<file path="src/rtl/axil_pkg.sv">
// Shared definitions for the AXI4-Lite read initiator: FSM state encoding,
// RRESP codes and the default ARPROT value.
package axil_pkg;

  typedef enum logic [1:0] {
    ST_IDLE = 2'b00,
    ST_ADDR = 2'b01,
    ST_DATA = 2'b10,
    ST_RESP = 2'b11
  } axil_state_e;

  localparam logic [1:0] RESP_OKAY   = 2'b00;
  localparam logic [1:0] RESP_EXOKAY = 2'b01;
  localparam logic [1:0] RESP_SLVERR = 2'b10;
  localparam logic [1:0] RESP_DECERR = 2'b11;

  localparam logic [2:0] ARPROT_DEFAULT = 3'b000;

endpackage

</file>
<file path="src/rtl/axil_watchdog.sv">
// Transaction watchdog for the AXI4-Lite read initiator, instantiated only
// when AXIL_MRD_TIMEOUT_EN is defined. A 16-bit saturating counter runs
// while a transaction waits on the bus; reaching LIMIT-1 sets a sticky flag
// that only reset clears. The flag is advisory: the FSM keeps waiting.
module axil_watchdog #(
  parameter int unsigned LIMIT = 256
) (
  input  logic clk,
  input  logic rst,
  input  logic clear,
  input  logic active,
  output logic timeout_err
);

  localparam logic [15:0] LAST = 16'(LIMIT - 1);

  logic [15:0] count;

  // Wait counter: restarts on each new transaction, saturates at all ones.
  always_ff @(posedge clk or posedge rst) begin
    if (rst) begin
      count <= '0;
    end else if (clear) begin
      count <= '0;
    end else if (active && (count != 16'hFFFF)) begin
      count <= count + 16'd1;
    end
  end

  // Sticky error flag, set once the counter has reached the limit.
  always_ff @(posedge clk or posedge rst) begin
    if (rst) begin
      timeout_err <= 1'b0;
    end else if (count == LAST) begin
      timeout_err <= 1'b1;
    end
  end

endmodule

</file>
<file path="src/rtl/axi_lite_master_read.sv">
// AXI4-Lite read-channel initiator with one outstanding transaction.
// A user request is turned into an AR handshake followed by an R handshake;
// the returned data and response are held for the user until accepted.
// Optional watchdog: define AXIL_MRD_TIMEOUT_EN to instantiate axil_watchdog;
// otherwise timeout_err is tied low.
module axi_lite_master_read
  import axil_pkg::*;
#(
  parameter int unsigned ADDR_WIDTH     = 32,
  parameter int unsigned DATA_WIDTH     = 32,
  parameter logic [2:0]  ARPROT_VAL     = ARPROT_DEFAULT,
  parameter int unsigned TIMEOUT_CYCLES = 256
) (
  input  logic                  M_AXIL_ACLK,
  input  logic                  M_AXIL_ARESET,
  output logic                  M_AXIL_ARVALID,
  input  logic                  M_AXIL_ARREADY,
  output logic [ADDR_WIDTH-1:0] M_AXIL_ARADDR,
  output logic [2:0]            M_AXIL_ARPROT,
  input  logic                  M_AXIL_RVALID,
  output logic                  M_AXIL_RREADY,
  input  logic [DATA_WIDTH-1:0] M_AXIL_RDATA,
  input  logic [1:0]            M_AXIL_RRESP,
  input  logic                  user_req_valid,
  output logic                  user_req_ready,
  input  logic [ADDR_WIDTH-1:0] user_req_addr,
  output logic                  user_rsp_valid,
  input  logic                  user_rsp_ready,
  output logic [DATA_WIDTH-1:0] user_rsp_data,
  output logic [1:0]            user_rsp_resp,
  output logic                  busy,
  output logic                  timeout_err
);

  if (TIMEOUT_CYCLES < 2) begin : g_bad_timeout
    $error("TIMEOUT_CYCLES must be at least 2");
  end

  axil_state_e state;
  axil_state_e state_next;

  // State register.
  // NOTE: sequential state is written with non-blocking assignments so every
  // flop samples pre-edge values regardless of block ordering.
  always_ff @(posedge M_AXIL_ACLK or posedge M_AXIL_ARESET) begin
    if (M_AXIL_ARESET) begin
      state <= ST_IDLE;
    end else begin
      state <= state_next;
    end
  end

  // Next-state decode from the current state and the handshakes it waits on.
  // NOTE: state_next gets a default before the case so no path leaves it
  // unassigned, which would otherwise infer a latch.
  always_comb begin
    state_next = state;
    case (state)
      ST_IDLE: if (user_req_valid)                   state_next = ST_ADDR;
      ST_ADDR: if (M_AXIL_ARVALID && M_AXIL_ARREADY) state_next = ST_DATA;
      ST_DATA: if (M_AXIL_RVALID && M_AXIL_RREADY)   state_next = ST_RESP;
      ST_RESP: if (user_rsp_ready)                   state_next = ST_IDLE;
      default:                                       state_next = ST_IDLE;
    endcase
  end

  // Registered bus and user outputs, updated on the handshake that ends each phase.
  // NOTE: the captured address and data registers are reset too, so the
  // outputs show zeros rather than stale values after a mid-transaction reset.
  always_ff @(posedge M_AXIL_ACLK or posedge M_AXIL_ARESET) begin
    if (M_AXIL_ARESET) begin
      M_AXIL_ARVALID <= 1'b0;
      M_AXIL_ARADDR  <= '0;
      M_AXIL_RREADY  <= 1'b0;
      user_rsp_valid <= 1'b0;
      user_rsp_data  <= '0;
      user_rsp_resp  <= RESP_OKAY;
    end else begin
      case (state)
        ST_IDLE: begin
          if (user_req_valid) begin
            M_AXIL_ARADDR  <= user_req_addr;
            M_AXIL_ARVALID <= 1'b1;
          end
        end
        ST_ADDR: begin
          if (M_AXIL_ARVALID && M_AXIL_ARREADY) begin
            M_AXIL_ARVALID <= 1'b0;
            M_AXIL_RREADY  <= 1'b1;
          end
        end
        ST_DATA: begin
          if (M_AXIL_RVALID && M_AXIL_RREADY) begin
            M_AXIL_RREADY  <= 1'b0;
            user_rsp_valid <= 1'b1;
            user_rsp_data  <= M_AXIL_RDATA;
            user_rsp_resp  <= M_AXIL_RRESP;
          end
        end
        ST_RESP: begin
          if (user_rsp_ready) begin
            user_rsp_valid <= 1'b0;
          end
        end
        default: ;
      endcase
    end
  end

  assign user_req_ready = (state == ST_IDLE);
  assign busy           = (state != ST_IDLE);
  assign M_AXIL_ARPROT  = ARPROT_VAL;

`ifdef AXIL_MRD_TIMEOUT_EN
  logic wd_clear;
  logic wd_active;

  assign wd_clear  = (state == ST_IDLE) && user_req_valid;
  assign wd_active = (state == ST_ADDR) || (state == ST_DATA);

  axil_watchdog #(
    .LIMIT(TIMEOUT_CYCLES)
  ) u_watchdog (
    .clk        (M_AXIL_ACLK),
    .rst        (M_AXIL_ARESET),
    .clear      (wd_clear),
    .active     (wd_active),
    .timeout_err(timeout_err)
  );
`else
  assign timeout_err = 1'b0;
`endif

endmodule

</file>
<file path="config.mk">
export PLATFORM = sky130hd
export DESIGN_NAME = axi_lite_master_read
export DESIGN_NICKNAME = d
export VERILOG_FILES = /design/src/rtl/axil_pkg.sv /design/src/rtl/axil_watchdog.sv /design/src/rtl/axi_lite_master_read.sv
export SDC_FILE = /design/constraint.sdc
export NUM_CORES = 1
export LEC_CHECK = 0
export BUFFER_PORTS_ARGS = -buffer_cell sky130_fd_sc_hd__buf_2
export CAP_MARGIN = 20
export CORE_ASPECT_RATIO = 0.9
export CORE_MARGIN = 1
export CORE_UTILIZATION = 43
export CTS_BUF_LIST = sky130_fd_sc_hd__clkbuf_8
export CTS_CLUSTER_DIAMETER = 100
export DETAILED_ROUTE_END_ITERATION = 10
export MAX_ROUTING_LAYER = met4
export PLACE_DENSITY = 0.79
export SYNTH_ARGS = -nofsm -noshare
export SYNTH_HDL_FRONTEND = slang
export SYNTH_HIERARCHICAL = 1
export SYNTH_SLANG_ARGS = --single-unit
</file>
<file path="constraint.sdc">
create_clock -name M_AXIL_ACLK -period 2.2 [get_ports M_AXIL_ACLK]
set_clock_uncertainty 0.15 [all_clocks]
set_input_delay 0.22 -clock M_AXIL_ACLK [delete_from_list [all_inputs] [get_ports M_AXIL_ACLK]]
set_output_delay 0.22 -clock M_AXIL_ACLK [all_outputs]
set_load 0.01 [all_outputs]
</file>
* Word level (Yosys, flattened, before mapping)
Cells that the tools add are included.
Word-level totals: memories 0, latch bits 0, word-level logic and storage cells 41, output and inout port bits 75, input port bits 72, register bits 71, bits in writable memories 0, ROM bits 0
Cells by class: bitwise operators 0, $mul 0, reduce and logical (&&, ||, !) cells 13, shift-type cells 0, $add $sub $neg 0, equal/unequal tests 7, multiplexer cells 14, order comparisons 0, divide/modulo/power cells 0
Operator list (count):
- 3-bit AND reduction | 3
- 2-bit two-way mux | 4
- 2-bit != test, second input constant | 4
- 2-bit case mux with 4 select lines | 1
- 2-bit nonzero test | 4
- 1-bit two-way mux | 6
- 1-bit case mux with 2 select lines | 3
- 2-bit == test, second input constant | 2
- 2-bit AND reduction | 2
- 4-bit AND reduction | 1
- 2-bit by 1-bit == test with 1-bit output, second input constant | 1
- 1-bit logical AND | 2
- 2-bit logical NOT | 1

* Depth between registers and ports, before layout
depth after elaboration 3, gate-level depth with buffers 6, mapped depth without buffers 5

* Least setup slack after synthesis
No wires, ideal clock.
path kind register -> register, from register state[0], to register state[1], setup slack 0.434 ns, data required time 1.925 ns, cell stages (with the launch flop) 6, period minus slack after synthesis 1.766 ns, arrival time 1.491 ns, buffers on the path 0, library setup time 0.125 ns, cells stage by stage dfrtp_1 inv_1 ha_1 nor2b_4 a2111oi_4 mux2_4
On the way: cells in the longest elaborated chain, start to end 3, elaborated cells on any way between the ends 10, those cells by class 7 x eq/ne; 1 x mux; 2 x reduce/logical
Ends and longest elaborated chain:
- start: declaration | RTL line axi_lite_master_read.sv:39 | axil_state_e state;
- start signal: assignment | RTL line axi_lite_master_read.sv:49 | state <= state_next;
- 2-bit == test, or another cell as far along | RTL line axi_lite_master_read.sv:58 | case (state)
- 2-bit != test (no line)
- 4-bit AND reduction (no line)
Parallel ways exist; a longest one is shown, timed or not. A chain may end at the register's enable or synchronous reset.

* Worst setup path in the final report
from register state[1], to register state[1]
Same word-level chain as after synthesis.

==> impl_metrics.ini <==
[sta]
hold_viol_final = 0
fin_tns_setup_ns = 0
setup_viol = 0
post-route-period-util = 0.859
max_freq_ghz = 0.529
holdWs_ns = 0.0261
finalCriticalPeriod_ns = 1.89
rsz0062_at_grt = false
slew_viol_final = 0

[setup_path]
critPathBufInv = 1
endpoint_kind = register
path_cells = inv_1 -> ha_1 -> nor2b_4 -> a2111oi_4 -> mux2_4
cp_max_fo = 5
crit_type = register to register
cp-start-kind = register
cpPeakStageDelay_ns = 0.41
rr_worst_depth = 5
arrival_ns = 1.96
critPathSlowestCell = dfrtp_1
required_ns = 2.27
critPathTopFamily = flip-flops
cp.depth = 5

[synth]
synth_seq_cells = 71
yosys_warnings = 6
syn_inst = 179
synth_top_area_frac = 0.597
ys_seq_area_frac = 0.597
synth.distinct_cells = 24
yosysTopAreaCell = dfrtp_1
synth_area_sq_um = 2980
syn_area_per_cell_sq_um = 16.6
ys_top_cells_by_area = dfrtp_1, mux2_4, mux2_2

[clocking]
cts_buffers = 9
cts_resized = 0
ctsRootBufferMaster = clkbuf_8
cts_tree = built
cts.htree.levels = 3
post_cts_buffers = 0
cts_max_path_buffers = 2
cts_sinks = 71
clkLatencyLatePin_ns = 0.33
cts.clk_slew.worst_paths_ns = 0.07

[finish]
nets = 473
synthToLayoutAreaGrowth_pct = 57.2
num_antenna_cells = 0
drive_gt1_frac = 0.584
final_cells = 491

[placement]
routabilityCongestion = 0.770
placed_cells = 408
portBuffers = 142
hpwl_um = 4240

[floorplanning]
dieArea_sq_um = 7260
rows = 28
core_area_sq_um = 6620
io_pins = 147
die_y_um = 80.9
die_w_um = 89.7
initial_core_util = 0.449

[worst_hold_path]
min_path_cells = 3
min-delay-path-class = input pin to register

[power_and_ir_drop]
power_switching_share = 0.212
power_density_nw_per_um2 = 563
p_comb_frac = 0.074
p_leak_nw = 2.70
p_switching_uw = 558
p_int_mw = 2.07
peakVddDrop_mv = 0.441
clockPowerShare = 0.430
seqPwrFrac = 0.496

[global_routing]
antenna_found_initial = 0
track_usage = 0.204
overflow = 0
grt_pass1_wl_um = 10500
grt_max_degree = 72
grt_pass1_vias = 2262

[run]
drv_cap = 0

[routing]
wl_um = 7170
antenna_left = 0
wire_per_inst_um = 14.6
vias = 2247
avgViaCountPerCell = 4.58
first_pass_iters = 2
drt_iter0_markers = 25
drc_errors = 0

[status]
outcome = finished, final reports clean
[flip-flops by register name, summed over array words and instances (netlist names)]
name and flops:
user_rsp_data 32, M_AXIL_ARADDR 32, user_rsp_valid 1, user_rsp_resp 2, state 2, M_AXIL_ARVALID 1
M_AXIL_RREADY 1
[power groups by stage]
| stage | registers (mW) | logic (mW) | clock network [mW] |
|---|---|---|---|
| 6_report | 1.30 | 0.196 | 1.13 |
| 5_1_grt | 1.30 | 0.214 | 1.22 |
| 4_1_cts | 1.30 | 0.192 | 1.17 |
| 3_5_place_dp | 1.33 | 0.101 | 0 |
| 3_3_place_gp | 1.33 | 0.0976 | 0 |
| 2_1_floorplan | 1.33 | 0.0300 | 0 |
[placed cells by master (no fill, tap or decap)]
| cell | instances |
|---|---|
| buf_4 | 2 |
| a2111oi_4 | 1 |
| ha_1 | 5 |
| nand2_1 | 3 |
| nor2b_4 | 1 |
| dfrtp_1 | 71 |
| a21boi_2 | 1 |
| o2bb2ai_1 | 1 |
| nand3_4 | 1 |
| mux2_2 | 37 |
| nand2_2 | 1 |
| inv_6 | 2 |
| mux2_4 | 30 |
| clkbuf_8 | 9 |
| clkinvlp_4 | 2 |
| o21ai_0 | 2 |
| conb_1 | 4 |
| dlygate4sd3_1 | 67 |
| nor2_1 | 1 |
| bufinv_16 | 2 |
| a21boi_0 | 1 |
| a21oi_1 | 1 |
| nand2b_1 | 1 |
| inv_1 | 6 |
| buf_2 | 142 |
| nor2b_1 | 1 |
| buf_12 | 2 |
| a22o_1 | 1 |
| mux2i_1 | 2 |
| inv_2 | 1 |
[worst min-delay path, delay by kind of cell]
kind	cells	cell delay [ns]
buffers and inverters	1	0.09
AOI/OAI and AO/OA	1	0.11
and+or+nand+nor	1	0.05
[through the flow]
stage	util	worst slack (ns)	area (sq um)	power [mW]
after detailed placement	0.572	0.344	3790	1.43
after floorplan	-	0.0334	2990	1.36
after CTS	0.706	0.324	4680	2.66
final	0.706	0.310	4680	2.63
after global placement	0.572	0.385	3790	1.43
after global routing	0.706	0.247	4680	2.74
[final cells by class]
type / instances / area, sq um
Fill cell: 434 / 1940
Sequential cell: 71 / 1780
Timing Repair Buffer: 213 / 1440
Multi-Input combinational cell: 95 / 1110
Clock buffer: 9 / 124
Tap cell: 90 / 113
Clock inverter: 7 / 96.3
Inverter: 6 / 22.5
[synth_stat cells]
cell	n
a21boi_2	1
buf_6	3
nand2_2	1
nor2b_1	1
buf_4	4
o2bb2ai_1	1
nand2_1	3
ha_1	5
mux2_4	30
buf_2	3
nor2_1	1
mux2i_1	2
mux2_2	37
conb_1	1
a21boi_0	1
nand3_4	1
dfrtp_1	71
inv_1	6
a2111oi_4	1
nor2b_4	1
a21oi_1	1
nand2b_1	1
a22o_1	1
o21ai_0	2
[what timing repair did]
action,in CTS,in global routing
hold endpoints to repair,137,0
hold buffers,67,0
endpoints found under the setup margin,0,0
[final timing paths]
check	startpoint	endpoint	slack, ns
worst min register to register	M_AXIL_ARADDR[24]	M_AXIL_ARADDR[24]	0.36
min in group asynchronous	M_AXIL_ARESET	M_AXIL_ARADDR[1]	0.33
worst min-delay path	M_AXIL_ARREADY	M_AXIL_ARVALID	0.03
worst max-delay path	state[1]	state[1]	0.31
worst max register to register	state[1]	state[1]	0.31
max in group asynchronous	M_AXIL_ARESET	user_rsp_data[17]	1.25
[logic make-up (layout without fill, tap and decap cells)]
group                      Yosys count  in the layout  synth area share
adders and majority gates            5              5            0.0210
muxes                               69             69             0.298
DFF                                 71             71             0.597
and+or+nand+nor                      9              9            0.0219
buffers and inverters               16            235            0.0341
other                                1              4           0.00126
AOI/OAI and AO/OA                    8              8            0.0265
[layer usage]
| metal | wire length [um] | GRT usage |
|---|---|---|
| met1 | 3010 | 0.224 |
| met2 | 3510 | 0.347 |
| met3 | 515 | 0.0579 |
| met4 | 139 | 0.0810 |
| met5 | 0 | - |
Note: power is estimated with default switching activity, not from simulation.
